[config.mk]
export PLATFORM = sky130hd
export DESIGN_NAME = bus_decoder
export DESIGN_NICKNAME = d
export VERILOG_FILES = /design/src/rtl/bus_decoder.sv
export SDC_FILE = /design/constraint.sdc
export NUM_CORES = 1
export LEC_CHECK = 0
export CORE_MARGIN = 2
export CORE_UTILIZATION = 31
export DETAILED_ROUTE_END_ITERATION = 16
export GPL_TIMING_DRIVEN = 0
export PLACE_DENSITY = 0.76
export SLEW_MARGIN = 20
export SYNTH_ARGS = -nofsm -noshare
export SYNTH_HDL_FRONTEND = slang
export SYNTH_SLANG_ARGS = --single-unit
[constraint.sdc]
create_clock -name clk -period 1.3 [get_ports clk]
set_input_delay 0.325 -clock clk [delete_from_list [all_inputs] [get_ports clk]]
set_output_delay 0.325 -clock clk [all_outputs]
set_load 0.02 [all_outputs]
[src/rtl/bus_decoder.sv]
// bus_decoder: 6502 address decode, read-data mux, per-region read wait states and sticky unmapped-access error
module bus_decoder #(
  parameter int AW = 16,
  parameter int DW = 8,
  parameter int NREG = 4,
  parameter logic [NREG*AW-1:0] BASE = {NREG{16'h0000}},
  parameter logic [NREG*AW-1:0] MASK = {NREG{16'hFFFF}},
  parameter logic [NREG*4-1:0] WAIT = {NREG{4'd0}},
  parameter logic [DW-1:0] DEFAULT_DATA = 8'hFF
) (
  input  logic clk,
  input  logic reset,
  input  logic [AW-1:0] AB,
  input  logic WE,
  output logic [NREG-1:0] cs,
  output logic [NREG-1:0] rd_sel,
  input  logic [NREG*DW-1:0] rd_data,
  output logic [DW-1:0] DI,
  output logic RDY,
  output logic bus_err,
  output logic [AW-1:0] err_addr,
  input  logic err_clr
);
  typedef enum logic [1:0] {S_IDLE, S_WAIT, S_DONE} state_t;
  state_t state, state_nxt;
  logic [NREG-1:0] hit;
  logic [3:0] w, cnt, cnt_nxt;
  logic [DW-1:0] mux;
  logic rdy_c, unmapped;
  for (genvar i = 0; i < NREG; i++) begin : g_hit
    assign hit[i] = (AB & MASK[i*AW +: AW]) == BASE[i*AW +: AW];
  end
  // isolate the lowest set bit so the lowest-index region wins
  assign cs = hit & (~hit + NREG'(1));
  always_comb begin
    w = '0;
    mux = '0;
    for (int i = 0; i < NREG; i++) begin
      w = w | (cs[i] ? WAIT[i*4 +: 4] : 4'd0);
      mux = mux | (rd_sel[i] ? rd_data[i*DW +: DW] : '0);
    end
  end
  assign DI = |rd_sel ? mux : DEFAULT_DATA;
  always_comb begin
    state_nxt = state;
    cnt_nxt = cnt;
    rdy_c = 1'b1;
    case (state)
      S_IDLE: if (!WE && w != 4'd0) begin
        rdy_c = 1'b0;
        cnt_nxt = w - 4'd1;
        state_nxt = (w == 4'd1) ? S_DONE : S_WAIT;
      end
      S_WAIT: begin
        rdy_c = 1'b0;
        cnt_nxt = cnt - 4'd1;
        state_nxt = (cnt == 4'd1) ? S_DONE : S_WAIT;
      end
      S_DONE: state_nxt = S_IDLE;
      default: state_nxt = S_IDLE;
    endcase
  end
  assign RDY = reset | rdy_c;
  assign unmapped = ~|hit & RDY;
  always_ff @(posedge clk) begin
    if (reset) begin
      state <= S_IDLE;
      cnt <= '0;
      rd_sel <= '0;
      bus_err <= 1'b0;
      err_addr <= '0;
    end else begin
      state <= state_nxt;
      cnt <= cnt_nxt;
      rd_sel <= cs & {NREG{~WE}};
      if (unmapped) begin
        bus_err <= 1'b1;
        if (!bus_err || err_clr) err_addr <= AB;
      end else if (err_clr) begin
        bus_err <= 1'b0;
      end
    end
  end
endmodule

Yosys cells after proc, flatten, opt, wreduce, memory -nomap -nowiden
Cells that the tools add are included.
{"block": "word_totals", "reg_bits": 27, "inputBits": 52, "out_inout_bits": 34, "word_cells": 36}
{"block": "op_classes", "addsub": 2, "eq_ne": 2, "mux": 10, "bitwise": 9, "n_reduce_logical": 8}
{"op": "$mux 8", "count": 5}
{"op": "$or 8x8->8", "count": 3}
{"op": "$logic_not 16->1", "count": 1}
{"op": "$and 4x4->4", "count": 2}
{"op": "$add 4x1->4 const B", "count": 1}
{"op": "$eq 4x1->1 const B", "count": 1}
{"op": "$not 4->4", "count": 1}
{"op": "$pmux 2 s2", "count": 1}
{"op": "$reduce_or 4->1", "count": 1}
{"op": "$sub 4x1->4 const B", "count": 1}
{"op": "$mux 1", "count": 3}
{"op": "$eq 2x1->1 const B", "count": 1}
{"op": "$logic_not 1->1", "count": 2}
{"op": "$logic_not 2->1", "count": 1}
{"op": "$mux 2", "count": 1}
{"op": "$reduce_and 2->1", "count": 1}
{"op": "$reduce_bool 2->1", "count": 1}
{"op": "$and 1x1->1", "count": 1}
{"op": "$logic_or 1x1->1", "count": 1}
{"op": "$not 1->1", "count": 1}
{"op": "$or 1x1->1", "count": 1}

Logic depth before layout (Yosys ltp)
Gate-level depths: netlist (run 1).
{"block": "depth", "depth_word": 5, "ltp_mapped": 6, "depth_no_buf": 5}

Worst setup path after synthesis (run 1)
OpenSTA, ideal clock, no wires.
{"block": "synth_path", "path_type": "reg-to-reg", "start": "register state[0]", "end": "register err_addr[10]", "setup_ns": 0.118, "t_arrival_ns": 1.351, "required_time_ns": 1.182, "setup_slack_ns": -0.169, "stages_incl_launch_ff": 7, "path_buffers": 2, "synth_period_minus_slack_ns": 1.469, "path_cell_list": "dfxtp_1 nor2b_2 nand2b_1 and3_1 buf_6 buf_12 mux2i_1"}
{"block": "synth_between", "elab_chain_len": 5}
{"element": "start, declared", "line": "25", "rtl": "state_t state, state_nxt;"}
{"element": "start signal, assigned", "line": "73", "rtl": "state <= state_nxt;"}
{"element": "$eq 2x1->1", "line": "48", "rtl": "case (state)"}
{"element": "$mux 1"}
{"element": "$or 1x1->1", "line": "63", "rtl": "assign RDY = reset | rdy_c;"}
{"element": "via RDY", "line": "19", "rtl": "output logic RDY,"}
{"element": "$and 1x1->1", "line": "64", "rtl": "assign unmapped = ~|hit & RDY;"}
{"element": "$reduce_and 2->1 (no source line)"}
{"element": "end signal, assigned", "line": "71", "rtl": "err_addr <= '0;"}
{"element": "end signal, assigned", "line": "78", "rtl": "if (!bus_err || err_clr) err_addr <= AB;"}
{"element": "end, declared", "line": "21", "rtl": "output logic [AW-1:0] err_addr,"}
The timed path passes the listed nets, and every way through them passes these cells.
A chain may end at the register's enable or synchronous reset.

Final worst setup path (run 1)
{"block": "layout_path", "start": "input port AB[10]", "end": "output port cs[0]"}
{"block": "layout_between", "elab_chain_len": 4}
{"element": "start, declared", "line": "13", "rtl": "input logic [AW-1:0] AB,"}
{"element": "$logic_not 16->1 (*)", "line": "31", "rtl": "assign hit[i] = (AB & MASK[i*AW +: AW]) == BASE[i*AW +: AW];"}
{"element": "$not 4->4", "line": "34", "rtl": "assign cs = hit & (~hit + NREG'(1));"}
{"element": "$add 4x1->4", "line": "34"}
{"element": "$and 4x4->4 (*)", "line": "34"}
{"element": "end, declared", "line": "15", "rtl": "output logic [NREG-1:0] cs,"}
Mark *: on every way between the ends. The rest lies on a longest branch, timed or not.

==> results of run 1 <==
==> logic make-up after synthesis <==
family	Yosys count
AO/OA/AOI/OAI	3
XOR/XNOR	3
adder cells (fa/ha/maj)	2
buffers and inverters	15
flip-flops	24
multiplexers	16
other	1
AND/OR/NAND/NOR	61
==> flip-flops by register name (all words and copies together) (netlist names) <==
register	cells
bus_err	1
rd_sel	1
cnt	4
state	2
err_addr	16
==> worst register-to-register path, stage by stage, from the launching register on <==
cell,delay (ns)
dfxtp_1,0.30
nor2b_4,0.13
nand2b_4,0.08
and3_4,0.29
buf_12,0.15
mux2i_2,0.20
==> final timing paths <==
check | start | endpoint | slack (ns) | cells after the start
worst max register to register | state[0] | err_addr[7] | 0.08 | 5
worst min-delay path | AB[2] | err_addr[2] | 0.32 | 3
worst max-delay path | AB[10] | cs[0] | -0.14 | 5
worst min register to register | err_addr[11] | err_addr[11] | 0.47 | 2
==> synthesized netlist by cell type, types with 2 or more instances <==
| library cell | number | area [um2] |
|---|---|---|
| nand2_1 | 4 | 15.0 |
| nor3_1 | 2 | 10.0 |
| nand2b_1 | 38 | 238 |
| or2b_1 | 3 | 22.5 |
| dfxtp_1 | 24 | 480 |
| inv_1 | 3 | 11.3 |
| nor4_2 | 4 | 50.1 |
| ha_1 | 2 | 25.0 |
| xor2_1 | 2 | 17.5 |
| a21oi_1 | 2 | 10.0 |
| buf_4 | 6 | 45.0 |
| clkbuf_1 | 4 | 15.0 |
| mux2i_1 | 16 | 160 |
| nor2_1 | 6 | 22.5 |
==> timing repair <==
| action | CTS | global route |
|---|---|---|
| gates resized for setup | 174 | 26 |
| cloned | 1 | 0 |
| endpoints found under the setup margin | 50 | 40 |
| buffers inserted | 8 | 2 |
| hold buffers | 0 | 0 |
| pin swaps | 5 | 3 |
==> report_power, final <==
group          internal [mW]  leakage [nW]  switching [mW]
clock network          0.271        0.0288           0.236
registers              0.768         0.198          0.0195
logic                  0.197         0.753           0.162
total                   1.24         0.980           0.418
==> final cells by class <==
cell class | count | area, um2 | share of cell area
inverters | 3 | 11.3 | 0.00535
plain buffers | 11 | 81.3 | 0.0386
repair buffers | 66 | 652 | 0.310
multi-input cells | 91 | 761 | 0.361
flip-flops and latches | 24 | 484 | 0.230
well taps | 48 | 60.1 | 0.0285
clock buffers | 4 | 55.1 | 0.0262
==> through the flow <==
step,utilization,setup slack [ns],cell area (um2),setup TNS [ns]
4_1_cts,0.562,-0.133,2090,-1.94
3_5_place_dp,0.502,-1.08,1870,-20.17
6_report,0.566,-0.145,2100,-1.24
2_1_floorplan,-,-0.103,1260,-1.03
3_3_place_gp,0.502,-1.08,1870,-20.44
5_1_grt,0.566,-0.185,2100,-1.77
==> routing by layer <==
| layer | GRT usage | vias up | share of wire |
|---|---|---|---|
| met5 | 0 | - | 0 |
| met4 | 0.0536 | 0 | 0.017 |
| met3 | 0.0460 | 4 | 0.053 |
| met2 | 0.239 | 33 | 0.48 |
| met1 | 0.179 | 476 | 0.45 |
| li1 | - | 538 | - |
==> impl_metrics.tcl, run 1 <==
set metrics [dict create \
    portBuffers 55 \
    critPathLaunchType "input port" \
    synthCells 125 \
    grt_usage 0.146 \
    antenna_found_initial 0 \
    drc 0 \
    ir_drop_uv 624 \
    initial_core_util 0.325 \
    rsz0062_at_grt "true" \
    synth-seq-cells 24 \
    antenna_cells 0 \
    htreeDepth 1 \
    worst_path_max_delay_cell "nor4_4" \
    place_congestion 0.781 \
    area_growth_pct 74.1 \
    stdcell_count 247 \
    clock_sinks 24 \
    worstPathCellList "buf_6 > nor4_4 > nand4_1 > inv_1 > buf_6" \
    core.rowCount 22 \
    cts_tree "built" \
    synth_top_family_by_area "simple AND/OR/NAND/NOR gates" \
    cts_buffers 3 \
    cts_root_buffer "clkbuf_8" \
    synth_fa_ha_area_frac 0.0207 \
    synthFlopType "dfxtp_1" \
    setup_slack_ns -0.145 \
    cap_violations 0 \
    setup_viol_count_final 17 \
    clk_pin_slew_worst_paths_ns 0.08 \
    finalPower_mw 1.65 \
    synthArstFlopShare 0 \
    post_drt_wl_per_cell_um 12.1 \
    drive_above_1_share 0.352 \
    synth_edf_count 0 \
    nets 254 \
    hold_ws_ns 0.315 \
    cts_buffer_depth 2 \
    drt_iter0_drc 22 \
    synth-simple-area-share 0.325 \
    grt_max_degree 14 \
    n_fill_cell 327 \
    status "finished with violations" \
    drv_slew 0 \
    grt_pass1_wl_um 4820 \
    dp.cells 233 \
    synth_xor_area_frac 0.0217 \
    dieArea_um2 4410 \
    gr-total-overflow 0 \
    ioPinCount 86 \
    crit_top_cell "buf_6" \
    end_kind "output pin" \
    final_common_cell "nand2b_1" \
    die_w_um 66.4 \
    vias 1051 \
    final_cell_mix "nand2b_1 (29), dfxtp_1 (23), buf_6 (18), mux2i_1 (15)" \
    fmax_ghz 0.692 \
    die_h_um 66.4 \
    p_leak_nw 0.980 \
    ys_seq_area_frac 0.398 \
    synth_compound_area_frac 0.0145 \
    crit_family "simple AND/OR/NAND/NOR gates" \
    crit_type "in -> out" \
    cp.arrival_ns 1.12 \
    finClkSkew_ns 0.00324 \
    yosysUniqueCellTypes 23 \
    required_ns 0.98 \
    power.density_nw_per_um2 786 \
    avgSynthCellArea_um2 9.67 \
    synth_area_um2 1210 \
    finalCriticalPeriod_ns 1.44 \
    drt_wl_total_um 2990 \
    finalCritPeriodShare 1.11 \
    hold_violations 0 \
    crit_fanout 2 \
    grt_pass1_vias 1072 \
    cp_slowest_stage_delay_ns 0.28 \
    via_per_inst 4.26 \
    violations "negative setup slack" \
    cp_num_buf_inv 3 \
    ant_nets 0 \
    yosysWarnings 0 \
    synthMuxAreaShare 0.133 \
    core_area_um2 3720 \
    worstSkewPairLatency_ns 0.27 \
    hpwl_um 2080 \
    dr.pass1.iters 4 \
    hold_path.class "in -> reg" \
]
(Power assumes the default switching activity.)
==> run 2, diff against run 1 <==
Settings changed: SETUP_SLACK_MARGIN set to 0.1.
==> impl_metrics.tcl, run 2 (synthesis results as in run 1) <==
set metrics [dict create \
    finalPower_mw 1.64 \
    ir_drop_uv 610 \
    regToRegStartpoint "state[0]" \
    largest_reg_flops 16 \
    largest-register "err_addr" \
    fmax_ghz 0.687 \
    post_drt_wl_per_cell_um 11.9 \
    end_kind "flip-flop" \
    ant_nets 0 \
    cts_buffers 3 \
    required_ns 1.46 \
    cts_root_buffer "clkbuf_8" \
    hold_ws_ns 0.315 \
    drv_slew 0 \
    drt_iter0_drc 18 \
    gr-total-overflow 0 \
    die_h_um 66.4 \
    stdcell_count 249 \
    htreeDepth 1 \
    dieArea_um2 4410 \
    antenna_found_initial 0 \
    final_common_cell "nand2b_1" \
    drive_above_1_share 0.443 \
    worstPathCellList "buf_6 > nor4_4 > nand4_1 > buf_4 > and3_4 > buf_8 > buf_12 > mux2i_2" \
    finClkSkew_ns 0.00398 \
    worst_path_max_delay_cell "nor4_4" \
    final_cell_mix "nand2b_1 (29), buf_2 (25), dfxtp_1 (23), buf_6 (19), mux2i_1 (15)" \
    ioPinCount 86 \
    met1_usage 0.181 \
    violations "negative setup slack" \
    setup_slack_ns -0.156 \
    cap_violations 0 \
    initial_core_util 0.325 \
    grt_usage 0.146 \
    cp_slowest_stage_delay_ns 0.28 \
    vias 1052 \
    core.rowCount 22 \
    grt_pass1_vias 1056 \
    portBuffers 55 \
    drt_wl_total_um 2960 \
    cts_buffer_depth 2 \
    place_congestion 0.781 \
    hold_violations 0 \
    dp.cells 233 \
    cp.arrival_ns 1.62 \
    crit_type "in -> reg" \
    grt_pass1_wl_um 4810 \
    hpwl_um 2080 \
    hold_path.class "in -> reg" \
    worstSkewPairLatency_ns 0.27 \
    status "finished with violations" \
    p_leak_nw 0.996 \
    critPathLaunch "AB[10]" \
    top_regs "err_addr (16), cnt (4), state (2)" \
    nets 256 \
    cp_num_buf_inv 4 \
    rsz0062_at_grt "true" \
    setup_viol_count_final 17 \
    finalCritPeriodShare 1.12 \
    cts_tree "built" \
    grt_max_degree 14 \
    n_fill_cell 332 \
    critPathLaunchType "input port" \
    core_area_um2 3720 \
    antenna_cells 0 \
    place_ws_ns -1.08 \
    met3_usage 0.0460 \
    crit_fanout 5 \
    dr.pass1.iters 2 \
    power.density_nw_per_um2 798 \
    met2_usage 0.239 \
    cts-hold-fix-buffers 0 \
    clk_pin_slew_worst_paths_ns 0.08 \
    die_w_um 66.4 \
    crit_family "simple AND/OR/NAND/NOR gates" \
    min_from "AB[2]" \
    drc 0 \
    clock_sinks 24 \
    via_per_inst 4.22 \
    area_growth_pct 70.4 \
    top_usage_layer "met2" \
    finalCriticalPeriod_ns 1.46 \
]
==> run 2: final timing paths <==
path / slack (ns) / endpoint / depth (start not counted)
worst max-delay path: -0.16 / err_addr[7] / 8
worst min-delay path: 0.32 / err_addr[2] / 3
worst max register to register: 0.05 / err_addr[7] / 6
worst min register to register: 0.47 / err_addr[11] / 2
==> run 2: timing repair <==
action	CTS	global route
setup endpoints to repair	50	28
cloned	1	0
pin swaps	5	5
setup buffers	8	3
gates resized for setup	223	15
==> run 2: final cells by class <==
class	instances	area, um2	area share
tap	48	60.1	0.0292
sequential	24	484	0.235
timing repair buffer	67	586	0.284
multi-input combinational	91	766	0.372
buffer	12	97.6	0.0474
clock buffer	4	55.1	0.0267
inverter	3	11.3	0.00547
==> run 2: worst min-delay path: cells and delay by family <==
kind | cells | cell delay [ns]
buffers and inverters | 1 | 0.10
and+or+nand+nor | 1 | 0.06
muxes | 1 | 0.06
==> run 2: report_power, final <==
| group | internal (mW) | leakage [nW] | switching (mW) | total (mW) |
|---|---|---|---|---|
| clock | 0.271 | 0.0288 | 0.234 | 0.505 |
| combinational | 0.188 | 0.768 | 0.163 | 0.352 |
| sequential | 0.768 | 0.198 | 0.0186 | 0.787 |
| total | 1.23 | 0.996 | 0.416 | 1.64 |
==> run 2: per-stage QoR <==
step | area [um2] | setup TNS (ns) | util
detailed placement | 1870 | -20.17 | 0.502
CTS | 2030 | -2.00 | 0.547
floorplan | 1260 | -1.03 | -
global placement | 1870 | -20.44 | 0.502
global route | 2060 | -2.98 | 0.554
finish | 2060 | -2.06 | 0.554
==> run 2: metal layers <==
| metal | vias up | share of wire |
|---|---|---|
| met5 | - | 0 |
| met3 | 4 | 0.056 |
| li1 | 541 | - |
| met1 | 476 | 0.46 |
| met4 | 0 | 0.010 |
| met2 | 31 | 0.47 |
